**config.mk**
```make
export PLATFORM = sky130hd
export DESIGN_NAME = bpu_update_sched
export DESIGN_NICKNAME = d
export VERILOG_FILES = /design/src/rtl/bpu_update_sched.sv
export SDC_FILE = /design/constraint.sdc
export NUM_CORES = 1
export LEC_CHECK = 0
export CELL_PAD_IN_SITES_DETAIL_PLACEMENT = 1
export CELL_PAD_IN_SITES_GLOBAL_PLACEMENT = 2
export CORE_MARGIN = 2
export CORE_UTILIZATION = 40
export CTS_CLUSTER_SIZE = 20
export DETAILED_ROUTE_END_ITERATION = 12
export PLACE_DENSITY_LB_ADDON = 0.1
export SLEW_MARGIN = 20
export SYNTH_ARGS = -nofsm -noshare
export SYNTH_HDL_FRONTEND = slang
export SYNTH_SLANG_ARGS = --single-unit
```
**constraint.sdc**
```tcl
create_clock -name clock -period 5.8 [get_ports clock]
set_input_delay 1.45 -clock clock [delete_from_list [all_inputs] [get_ports clock]]
set_output_delay 1.45 -clock clock [all_outputs]
set_load 0.005 [all_outputs]
```
**src/rtl/bpu_update_sched.sv**
```systemverilog
// rtl/bpu_update_sched.sv - branch predictor table-clear sweep and update FIFO scheduler
// Optional feature macro: BPU_UPD_BYPASS_EN (same-cycle write of a push into an idle, empty FIFO)
module bpu_update_sched #(
    parameter int PC_W  = 64,
    parameter int IDX_W = 6,
    parameter int DEPTH = 4
) (
    input  logic                     clock,
    input  logic                     reset,
    input  logic                     res_valid,
    output logic                     res_ready,
    input  logic [PC_W-1:0]          res_pc,
    input  logic                     res_jump,
    input  logic [1:0]               res_jumptype,
    input  logic [PC_W-1:0]          res_target,
    input  logic                     flush,
    input  logic                     upd_hold,
    output logic                     predict_en,
    output logic                     dir_we,
    output logic [IDX_W-1:0]         dir_idx,
    output logic                     dir_taken,
    output logic                     tgt_we,
    output logic [IDX_W-1:0]         tgt_idx,
    output logic [PC_W-IDX_W-3:0]    tgt_tag,
    output logic [PC_W-1:0]          tgt_target,
    output logic [1:0]               tgt_type,
    output logic [$clog2(DEPTH):0]   q_count
);

    localparam int PTR_W = $clog2(DEPTH);
    localparam int CNT_W = PTR_W + 1;
    localparam int TAG_W = PC_W - IDX_W - 2;
    localparam logic [CNT_W-1:0] DEPTH_C = CNT_W'(DEPTH);

    typedef enum logic {ST_INIT, ST_RUN} state_t;

    state_t             state_q, state_d;
    logic [IDX_W-1:0]   sweep_idx_q, sweep_idx_d;
    logic [PTR_W-1:0]   wr_ptr_q, wr_ptr_d;
    logic [PTR_W-1:0]   rd_ptr_q, rd_ptr_d;
    logic [CNT_W-1:0]   count_q, count_d;

    logic               predict_en_q, predict_en_d;
    logic               dir_we_q, dir_we_d;
    logic [IDX_W-1:0]   dir_idx_q, dir_idx_d;
    logic               dir_taken_q, dir_taken_d;
    logic               tgt_we_q, tgt_we_d;
    logic [IDX_W-1:0]   tgt_idx_q, tgt_idx_d;
    logic [TAG_W-1:0]   tgt_tag_q, tgt_tag_d;
    logic [PC_W-1:0]    tgt_target_q, tgt_target_d;
    logic [1:0]         tgt_type_q, tgt_type_d;

    // FIFO storage keeps only pc[PC_W-1:2]; the byte offset never reaches the tables
    logic [PC_W-3:0]    fifo_pc_q     [DEPTH];
    logic               fifo_jump_q   [DEPTH];
    logic [1:0]         fifo_type_q   [DEPTH];
    logic [PC_W-1:0]    fifo_target_q [DEPTH];

    logic               unused_pc_lsb;
    logic               ready;
    logic               byp;
    logic               push;
    logic               pop;
    logic [PC_W-3:0]    head_pc;

    assign unused_pc_lsb = ^res_pc[1:0];
    assign ready   = (count_q != DEPTH_C);
    assign head_pc = fifo_pc_q[rd_ptr_q];

`ifdef BPU_UPD_BYPASS_EN
    // Idle, empty queue and no registered write in flight: send the push straight through
    assign byp = (state_q == ST_RUN) && (count_q == '0) && !upd_hold && !flush
                 && res_valid && !dir_we_q;
`else
    assign byp = 1'b0;
`endif

    // A full FIFO has ready low, so a same-cycle pop never lets a push in
    assign push = res_valid && ready && !flush && !byp;
    assign pop  = (state_q == ST_RUN) && (count_q != '0) && !upd_hold && !flush;

    // State, sweep index, queue pointers and registered write ports
    always_ff @(posedge clock or negedge reset) begin
        if (!reset) begin
            state_q      <= ST_INIT;
            sweep_idx_q  <= '0;
            wr_ptr_q     <= '0;
            rd_ptr_q     <= '0;
            count_q      <= '0;
            predict_en_q <= 1'b0;
            dir_we_q     <= 1'b0;
            dir_idx_q    <= '0;
            dir_taken_q  <= 1'b0;
            tgt_we_q     <= 1'b0;
            tgt_idx_q    <= '0;
            tgt_tag_q    <= '0;
            tgt_target_q <= '0;
            tgt_type_q   <= '0;
        end else begin
            state_q      <= state_d;
            sweep_idx_q  <= sweep_idx_d;
            wr_ptr_q     <= wr_ptr_d;
            rd_ptr_q     <= rd_ptr_d;
            count_q      <= count_d;
            predict_en_q <= predict_en_d;
            dir_we_q     <= dir_we_d;
            dir_idx_q    <= dir_idx_d;
            dir_taken_q  <= dir_taken_d;
            tgt_we_q     <= tgt_we_d;
            tgt_idx_q    <= tgt_idx_d;
            tgt_tag_q    <= tgt_tag_d;
            tgt_target_q <= tgt_target_d;
            tgt_type_q   <= tgt_type_d;
        end
    end

    // Queue payload storage; contents are don't-care until written
    always_ff @(posedge clock) begin
        if (push) begin
            fifo_pc_q[wr_ptr_q]     <= res_pc[PC_W-1:2];
            fifo_jump_q[wr_ptr_q]   <= res_jump;
            fifo_type_q[wr_ptr_q]   <= res_jumptype;
            fifo_target_q[wr_ptr_q] <= res_target;
        end
    end

    // Next state: sweep every index once, then stay in RUN until reset
    always_comb begin
        state_d     = state_q;
        sweep_idx_d = sweep_idx_q;
        if (state_q == ST_INIT) begin
            sweep_idx_d = sweep_idx_q + IDX_W'(1);
            if (sweep_idx_q == {IDX_W{1'b1}}) begin
                state_d = ST_RUN;
            end
        end
    end

    // Queue bookkeeping; flush wins over push and pop in the same cycle
    always_comb begin
        wr_ptr_d = wr_ptr_q;
        rd_ptr_d = rd_ptr_q;
        count_d  = count_q;
        if (flush) begin
            wr_ptr_d = '0;
            rd_ptr_d = '0;
            count_d  = '0;
        end else begin
            if (push) wr_ptr_d = wr_ptr_q + PTR_W'(1);
            if (pop)  rd_ptr_d = rd_ptr_q + PTR_W'(1);
            count_d = count_q + CNT_W'(push) - CNT_W'(pop);
        end
    end

    // Next write-port values: clear writes during the sweep, popped entry afterwards
    always_comb begin
        predict_en_d = (state_d == ST_RUN);
        dir_we_d     = 1'b0;
        dir_idx_d    = '0;
        dir_taken_d  = 1'b0;
        tgt_we_d     = 1'b0;
        tgt_idx_d    = '0;
        tgt_tag_d    = '0;
        tgt_target_d = '0;
        tgt_type_d   = '0;
        if (state_q == ST_INIT) begin
            dir_we_d  = 1'b1;
            tgt_we_d  = 1'b1;
            dir_idx_d = sweep_idx_q;
            tgt_idx_d = sweep_idx_q;
        end else if (pop) begin
            // Jumptype 00 entries drain silently without touching either table
            dir_we_d     = (fifo_type_q[rd_ptr_q] != 2'b00);
            tgt_we_d     = fifo_jump_q[rd_ptr_q] && (fifo_type_q[rd_ptr_q] != 2'b00);
            dir_idx_d    = head_pc[IDX_W-1:0];
            dir_taken_d  = fifo_jump_q[rd_ptr_q];
            tgt_idx_d    = head_pc[IDX_W-1:0];
            tgt_tag_d    = head_pc[PC_W-3:IDX_W];
            tgt_target_d = fifo_target_q[rd_ptr_q];
            tgt_type_d   = fifo_type_q[rd_ptr_q];
        end
    end

    // Drive write ports from registers, or from the incoming resolution when bypassing
    always_comb begin
        dir_we     = dir_we_q;
        dir_idx    = dir_idx_q;
        dir_taken  = dir_taken_q;
        tgt_we     = tgt_we_q;
        tgt_idx    = tgt_idx_q;
        tgt_tag    = tgt_tag_q;
        tgt_target = tgt_target_q;
        tgt_type   = tgt_type_q;
`ifdef BPU_UPD_BYPASS_EN
        if (byp) begin
            dir_we     = (res_jumptype != 2'b00);
            dir_idx    = res_pc[IDX_W+1:2];
            dir_taken  = res_jump;
            tgt_we     = res_jump && (res_jumptype != 2'b00);
            tgt_idx    = res_pc[IDX_W+1:2];
            tgt_tag    = res_pc[PC_W-1:IDX_W+2];
            tgt_target = res_target;
            tgt_type   = res_jumptype;
        end
`endif
    end

    assign res_ready  = ready;
    assign predict_en = predict_en_q;
    assign q_count    = count_q;

endmodule

```
==> results.sh, run 1 <==
export IMPL_grt_pass1_wl_um=75500
export IMPL_path_clk_slew_ns=0.06
export IMPL_ant_nets=0
export IMPL_cts_setup_buffers=0
export IMPL_die_width_um=247
export IMPL_ys_ff_latch=661
export IMPL_num_rows=89
export IMPL_area_growth_pct=24.7
export IMPL_drc=0
export IMPL_crit_type="in -> reg"
export IMPL_wl_per_cell_um=23.2
export IMPL_hold_viol=0
export IMPL_wirelength_um=50600
export IMPL_maxCapViolCount=0
export IMPL_powerDensity_nw_per_um2=336
export IMPL_synth_avg_cell_area_um2=22.9
export IMPL_syn_inst=1033
export IMPL_drt_vias_per_instance=4.95
export IMPL_slew_headroom=0.376
export IMPL_cts_buffers_inserted=70
export IMPL_worst_pin_slew_ns=0.936
export IMPL_holdCritPathClass="reg -> reg"
export IMPL_placed_cells=2046
export IMPL_antenna_found_initial=4
export IMPL_nets=1489
export IMPL_setup_viol=0
export IMPL_critPathLaunchType="input pin"
export IMPL_route_vias_total=10800
export IMPL_core_area_um2=58700
export IMPL_end_kind="flip-flop"
export IMPL_ys_types=34
export IMPL_finClkSkew_ns=0.0257
export IMPL_whs_ns=0.494
export IMPL_dieArea_um2=61100
export IMPL_ir_worst_vdd_mv=0.286
export IMPL_place_port_buffers=275
export IMPL_timing_final_crit_share=0.633
export IMPL_clk_path_buf_depth=3
export IMPL_gr_usage_all_layers=0.170
export IMPL_required_ns=6.05
export IMPL_dpl_hpwl_um=28300
export IMPL_fin_cells=2176
export IMPL_clk_latency_ns=0.60
export IMPL_synth_top_area_share=0.655
export IMPL_cts_hold_buf=0
export IMPL_multi_input_area_um2=4120
export IMPL_drive_above_1_share=0.180
export IMPL_netlist_area_um2=23700
export IMPL_rsz0062_at_grt="false"
export IMPL_die_h_um=247
export IMPL_final_seq_area_um2=19100
export IMPL_arrival_ns=3.92
export IMPL_gp_congestion=0.700
export IMPL_cts_repair_resized=0
export IMPL_synthTopCellsByArea="edfxtp_1, dfrtp_1, mux4_2"
export IMPL_fillers=5219
export IMPL_drtPass1Iterations=4
export IMPL_syn_nets=1177
export IMPL_grt_start_max_net_pins=83
export IMPL_cts_tree="built"
export IMPL_status="complete, no violations"
export IMPL_initial_core_util=0.403
export IMPL_htreeDepth=3
export IMPL_p_leak_nw=10.1
export IMPL_pin_count=278
export IMPL_slew_violations=0
export IMPL_setup_tns_ns=0
export IMPL_grt_pass1_vias=11700
export IMPL_ys_seq_area_frac=0.808
export IMPL_ys_warnings_count=0
export IMPL_max_freq_mhz=272
export IMPL_drt_first_iter_violations=577
export IMPL_grt_ovfl_total=0
export IMPL_cts_sinks=661
export IMPL_yosysTopAreaCell="edfxtp_1"
export IMPL_crit_fanout=46
export IMPL_cts_root_buffer="clkbuf_16"
export IMPL_fin_crit_ns=3.67
cell usage in the layout, fill, tap and decap left out, drive strengths merged, types with 6 or more instances in the layout:
master         netlist  layout
ha                   7       7
clkbuf               3     100
inv                 10      12
buf                 49      18
mux4               129     129
and2               126     126
clkdlybuf4s50        0     274
clkinv               1      22
a22o                 6       6
dfrtp              145     145
edfxtp             516     516
per-layer routing:
| metal | part of all wire | global-route usage | up-vias | routed length (µm) |
|---|---|---|---|---|
| met5 | 0.00051 | 0 | - | 26 |
| met4 | 0.018 | 0.0525 | 4 | 922 |
| met3 | 0.055 | 0.0403 | 68 | 2770 |
| met2 | 0.50 | 0.276 | 234 | 25200 |
| met1 | 0.43 | 0.228 | 5748 | 21700 |
| li1 | - | - | 4713 | - |
cells by family (layout without fill, tap and decap cells):
logic type	Yosys count	count (layout)	share of synthesized area
DFF	661	661	0.808
and+or+nand+nor	147	147	0.0385
muxes	130	130	0.123
buffers and inverters	63	431	0.0178
AOI/OAI and AO/OA	17	17	0.00476
adders and majority gates	8	8	0.00455
xor gates and xnor gates	7	7	0.00259
other	0	2	0
sequential cells by signal, summed over array words and instances, names as in the netlist:
register and count:
dir_taken 1, dir_we 1, fifo_jump_q 4, fifo_pc_q 248, fifo_target_q 256, fifo_type_q 8
predict_en 1, q_count 3, rd_ptr_q 2, sweep_idx_q 6, tgt_idx 6, tgt_tag 56
tgt_target 64, tgt_type 2, tgt_we 1, wr_ptr_q 2
power by group:
group / leakage, nW / internal, mW / switching, mW
clock network: 1.09 / 2.59 / 1.75
logic: 2.33 / 0.146 / 0.162
registers: 6.67 / 5.23 / 0.0229
total: 10.1 / 7.96 / 1.93
layout make-up:
cell class                 instances  share of cell area
tap                              773              0.0328
antenna                            2            0.000170
timing repair buffer             292               0.102
clock inverter                    28             0.00925
multi-input combinational        309               0.140
clock buffer                     100              0.0667
sequential                       661               0.649
inverter                          11             0.00144
per-stage QoR:
step,worst slack [ns],cell area (µm²),power [mW],utilization
after floorplan,0.367,23700,5.46,-
after global placement,1.56,27300,5.66,0.464
after detailed placement,1.52,27300,5.67,0.464
after CTS,2.13,29500,10.0,0.503
after global routing,1.99,29500,10.3,0.503
final,2.13,29500,9.90,0.503
worst paths after layout:
kind	from	end	slack [ns]	depth (start not counted)
setup / recovery	flush	fifo_target_q[1][61]	2.13	4
hold / removal	sweep_idx_q[5]	sweep_idx_q[5]	0.49	1
setup reg to reg	q_count[2]	fifo_target_q[1][61]	3.08	4
hold reg to reg	sweep_idx_q[5]	sweep_idx_q[5]	0.49	1
max in group asynchronous	reset	tgt_tag[42]	3.87	2
min in group asynchronous	reset	tgt_tag[18]	0.89	1
Yosys cell counts:
cell,n
nand3_1,3
buf_6,12
and2_1,126
nor2b_1,1
nor3_1,1
or3_1,1
o31ai_1,2
ha_1,7
or3_4,1
nor3_2,1
nor3b_1,1
nor2_1,5
a21oi_1,4
xor2_1,2
inv_1,9
nand4b_1,1
fa_1,1
xnor2_1,5
edfxtp_1,516
clkinv_1,1
or4_1,1
mux4_2,129
a22o_1,6
o21ai_0,5
nand2b_2,1
buf_1,1
buf_2,16
nand2_1,3
dfrtp_1,145
clkbuf_1,3
mux2_2,1
inv_2,1
buf_4,20
nand4_1,1
worst max-delay path: stages:
cell and delay, ns:
clkdlybuf4s50_1 0.60, nor3_1 0.66, and2_4 0.79, buf_12 0.39
Note: power is estimated with default switching activity, not from simulation.
==> run 2, diff against run 1 <==
- CORE_UTILIZATION: 40 -> 39
- clock period: 5.8 -> 3.19 ns (I/O delays scaled with it)
==> results.sh, run 2 (synthesis results as in run 1) <==
export IMPL_status="complete, no violations"
export IMPL_max_freq_mhz=336
export IMPL_drtPass1Iterations=5
export IMPL_setup_viol=0
export IMPL_hold_viol=0
export IMPL_grt_ovfl_total=0
export IMPL_slew_headroom=0.376
export IMPL_path_clk_slew_ns=0.06
export IMPL_die_h_um=250
export IMPL_drive_above_1_share=0.200
export IMPL_route_vias_total=10900
export IMPL_fin_crit_ns=2.98
export IMPL_slowest_delay_ns=0.49
export IMPL_crit_chain="nor3b_1 > inv_1 > clkdlybuf4s50_1"
export IMPL_initial_core_util=0.393
export IMPL_cts_setup_buffers=0
export IMPL_slew_violations=0
export IMPL_maxCapViolCount=0
export IMPL_worst_pin_slew_ns=0.936
export IMPL_cts_repair_resized=0
export IMPL_num_rows=90
export IMPL_rr_worst_depth=10
export IMPL_fin_area_um2=30000
export IMPL_ant_nets=0
export IMPL_post_route_util=0.499
export IMPL_htreeDepth=3
export IMPL_drt_vias_per_instance=4.92
export IMPL_r2r_setup_slack_ns=0.84
export IMPL_clk_path_buf_depth=3
export IMPL_timing_final_crit_share=0.934
export IMPL_nets=1509
export IMPL_p_leak_nw=10.3
export IMPL_cts_root_buffer="clkbuf_16"
export IMPL_gr_usage_all_layers=0.167
export IMPL_holdCritPathClass="in -> async"
export IMPL_powerDensity_nw_per_um2=622
export IMPL_crit_type="reg -> out"
export IMPL_pin_count=278
export IMPL_critPathLaunchType="flip-flop"
export IMPL_largest_reg_flops=256
export IMPL_cp_top_family="buffers and inverters"
export IMPL_grt_pass1_wl_um=76700
export IMPL_antenna_found_initial=9
export IMPL_placed_area_um2=27500
export IMPL_grt_start_max_net_pins=129
export IMPL_final_common_cell="edfxtp_1"
export IMPL_wl_per_cell_um=23.2
export IMPL_core_area_um2=60100
export IMPL_regMostFlops="fifo_target_q"
export IMPL_cts_tree="built"
export IMPL_cts_hold_buf=0
export IMPL_cts_buffers_inserted=73
export IMPL_drt_first_iter_violations=566
export IMPL_dpl_hpwl_um=29600
export IMPL_crit_buf_inv=2
export IMPL_area_growth_pct=26.9
export IMPL_layout_common_cells="edfxtp_1, clkdlybuf4s50_1, dfrtp_1"
export IMPL_wirelength_um=51200
export IMPL_clk_latency_ns=0.60
export IMPL_crit_cells=3
export IMPL_die_width_um=250
export IMPL_place_port_buffers=275
export IMPL_end_kind="primary output"
export IMPL_ir_worst_vdd_mv=0.459
export IMPL_crit_fanout=5
export IMPL_dieArea_um2=62600
export IMPL_finClkSkew_ns=0.0228
export IMPL_arrival_ns=2.18
export IMPL_grt_pass1_vias=11700
export IMPL_crit_slowest_cell="clkdlybuf4s50_1"
export IMPL_rsz0062_at_grt="false"
export IMPL_drc=0
export IMPL_cts_sinks=661
export IMPL_gp_congestion=0.688
export IMPL_required_ns=2.39
-- run 2: cell types whose count changed in the layout (fill, tap and decap cells not counted), moves of 2 or more --
cell	previous run	this run
buf_12	9	21
buf_4	8	13
clkbuf_16	72	79
clkbuf_8	6	11
clkinv_1	13	3
clkinv_2	8	12
inv_6	3	1
-- run 2: power by group --
group / switching (mW) / internal (mW) / leakage (nW)
registers: 0.0415 / 9.51 / 6.67
logic: 0.299 / 0.283 / 2.45
clock network: 3.27 / 5.26 / 1.22
-- run 2: final timing paths --
kind	startpoint	endpoint
max	q_count[1]	res_ready
max in group asynchronous	reset	tgt_target[61]
min reg2reg	sweep_idx_q[5]	sweep_idx_q[5]
max reg2reg	predict_en	q_count[2]
min	reset	tgt_tag[16]
min in group clock	sweep_idx_q[5]	sweep_idx_q[5]
-- run 2: layer usage --
| metal | wire, µm | vias up | GRT usage | share of wire |
|---|---|---|---|---|
| li1 | - | 4750 | - | - |
| met1 | 22100 | 5747 | 0.223 | 0.43 |
| met2 | 24900 | 254 | 0.266 | 0.49 |
| met3 | 2990 | 90 | 0.0469 | 0.058 |
| met4 | 1070 | 14 | 0.0529 | 0.021 |
| met5 | 97 | - | 0 | 0.0019 |
-- run 2: final cells by class --
type,count,area [µm²]
fill,5391,30100
timing repair buffer,309,3270
clock buffer,112,2210
inverter,11,43.8
sequential,661,19100
clock inverter,22,265
antenna,1,2.50
tap,782,978
multi-input combinational,309,4120
-- run 2: through the flow --
step           hold slack (ns)  total power [mW]  std cells  setup TNS, ns  setup WS [ns]
6_report                 0.174              18.7       2207              0          0.211
5_1_grt                  0.191              19.3       2207              0         0.0871
4_1_cts                  0.164              19.0       2206              0          0.188
3_5_place_dp             0.493              10.3       2072              0          0.111
3_3_place_gp             0.485              10.3       2072              0          0.116
2_1_floorplan            0.465              9.91       1033         -86.23         -0.167
==> run 3, diff against run 2 <==
- GPL_ROUTABILITY_DRIVEN: default -> 0
- MAX_ROUTING_LAYER: default -> met4
==> results.sh, run 3 (synthesis results as in run 1) <==
export IMPL_end_kind="primary output"
export IMPL_pin_count=278
export IMPL_met3_length_um=2860
export IMPL_route_vias_total=10900
export IMPL_clk_latency_ns=0.60
export IMPL_regMostFlops="fifo_target_q"
export IMPL_drc=0
export IMPL_critPathLaunchType="flip-flop"
export IMPL_crit_type="reg -> out"
export IMPL_core_area_um2=60100
export IMPL_holdCritPathClass="in -> async"
export IMPL_max_freq_mhz=337
export IMPL_cts_root_buffer="clkbuf_16"
export IMPL_num_rows=90
export IMPL_fin_crit_ns=2.96
export IMPL_r2r_setup_slack_ns=0.84
export IMPL_p_leak_nw=10.3
export IMPL_dpl_hpwl_um=29600
export IMPL_nets=1509
export IMPL_fillers=5390
export IMPL_cts_buffers_inserted=73
export IMPL_timing_rr_start="predict_en"
export IMPL_largest_reg_flops=256
export IMPL_cts_hold_buf=0
export IMPL_p_clk_frac=0.457
export IMPL_post_route_util=0.500
export IMPL_setup_viol=0
export IMPL_drtPass1Iterations=4
export IMPL_gr_usage_all_layers=0.172
export IMPL_timing_final_crit_share=0.929
export IMPL_drt_first_iter_violations=509
export IMPL_finClkSkew_ns=0.0212
export IMPL_cts_sinks=661
export IMPL_final_common_cell="edfxtp_1"
export IMPL_p_int_mw=15.1
export IMPL_htreeDepth=3
export IMPL_initial_core_util=0.393
export IMPL_place_port_buffers=275
export IMPL_setup_tns_ns=0
export IMPL_rr_endpoint="q_count[2]"
export IMPL_cts_tree="built"
export IMPL_dieArea_um2=62600
export IMPL_wirelength_um=51100
export IMPL_rsz0062_at_grt="false"
export IMPL_antenna_found_initial=9
export IMPL_drive_above_1_share=0.200
export IMPL_path_clk_slew_ns=0.06
export IMPL_maxCapViolCount=0
export IMPL_routed_top_layer="met4"
export IMPL_powerDensity_nw_per_um2=621
export IMPL_area_growth_pct=27.0
export IMPL_cts_setup_buffers=0
export IMPL_rr_worst_depth=10
export IMPL_required_ns=2.39
export IMPL_power_total_mw=18.7
export IMPL_slew_violations=0
export IMPL_power_switching_mw=3.60
export IMPL_ant_nets=0
export IMPL_wl_per_cell_um=23.1
export IMPL_grt_pass1_vias=11700
export IMPL_grt_pass1_wl_um=76700
export IMPL_ir_worst_vdd_mv=0.458
export IMPL_grt_start_max_net_pins=129
export IMPL_clk_path_buf_depth=3
export IMPL_die_h_um=250
export IMPL_grt_ovfl_total=0
export IMPL_hold_viol=0
export IMPL_slew_headroom=0.380
export IMPL_crit_fanout=5
export IMPL_p_seq_frac=0.512
export IMPL_wl_met1_um=22200
export IMPL_swShare=0.193
export IMPL_worst_pin_slew_ns=0.930
export IMPL_p_comb_frac=0.031
export IMPL_status="complete, no violations"
export IMPL_drt_vias_per_instance=4.91
export IMPL_cts_repair_resized=0
export IMPL_wl_met2_um=25100
export IMPL_die_width_um=250
export IMPL_layout_common_cells="edfxtp_1, clkdlybuf4s50_1, dfrtp_1"
export IMPL_arrival_ns=2.17
## run 3: cell types whose count changed in the layout (fill, tap and decap cells not counted)
cell and delta:
diode_2 +9
## run 3: per-layer routing
layer  track usage  vias to the layer above
met1         0.224                     5779
met3        0.0446                       74
met5             -                        -
met4        0.0529                        0
li1              -                     4764
met2         0.267                      260
## run 3: area by class of cell
class | instances | area [µm²] | share of cell area
sequential | 661 | 19100 | 0.637
multi-input combinational | 309 | 4120 | 0.137
timing repair buffer | 309 | 3270 | 0.109
clock buffer | 112 | 2210 | 0.0736
tap | 782 | 978 | 0.0326
clock inverter | 22 | 265 | 0.00883
inverter | 11 | 43.8 | 0.00146
antenna | 10 | 25.0 | 0.000833
## run 3: worst max path at each step
stage,from,to,cells after the start
floorplan,flush,fifo_jump_q[0],3
global placement,upd_hold,q_count[2],11
detailed placement,upd_hold,q_count[2],11
CTS,q_count[1],res_ready,3
global route,q_count[1],res_ready,3
finish,q_count[1],res_ready,3
## run 3: metrics by stage
step,setup WS [ns],hold WS (ns),area (µm²),instances
after floorplan,-0.167,0.465,23700,1033
after global placement,0.116,0.485,27500,2072
after detailed placement,0.111,0.493,27500,2072
after CTS,0.188,0.164,30000,2206
after global routing,0.0871,0.193,30000,2215
final,0.227,0.171,30000,2216
## run 3: power groups by stage
stage	registers (mW)	clock network (mW)	logic, mW
floorplan	9.73	0	0.185
global placement	9.72	0	0.585
detailed placement	9.73	0	0.599
CTS	9.55	8.81	0.602
global route	9.56	9.12	0.638
finish	9.55	8.53	0.581
## run 3: critical path, stage by stage, from the launching register on
cell and delay (ns):
dfrtp_1 0.46, nor3b_1 0.44, inv_1 0.19, clkdlybuf4s50_1 0.49
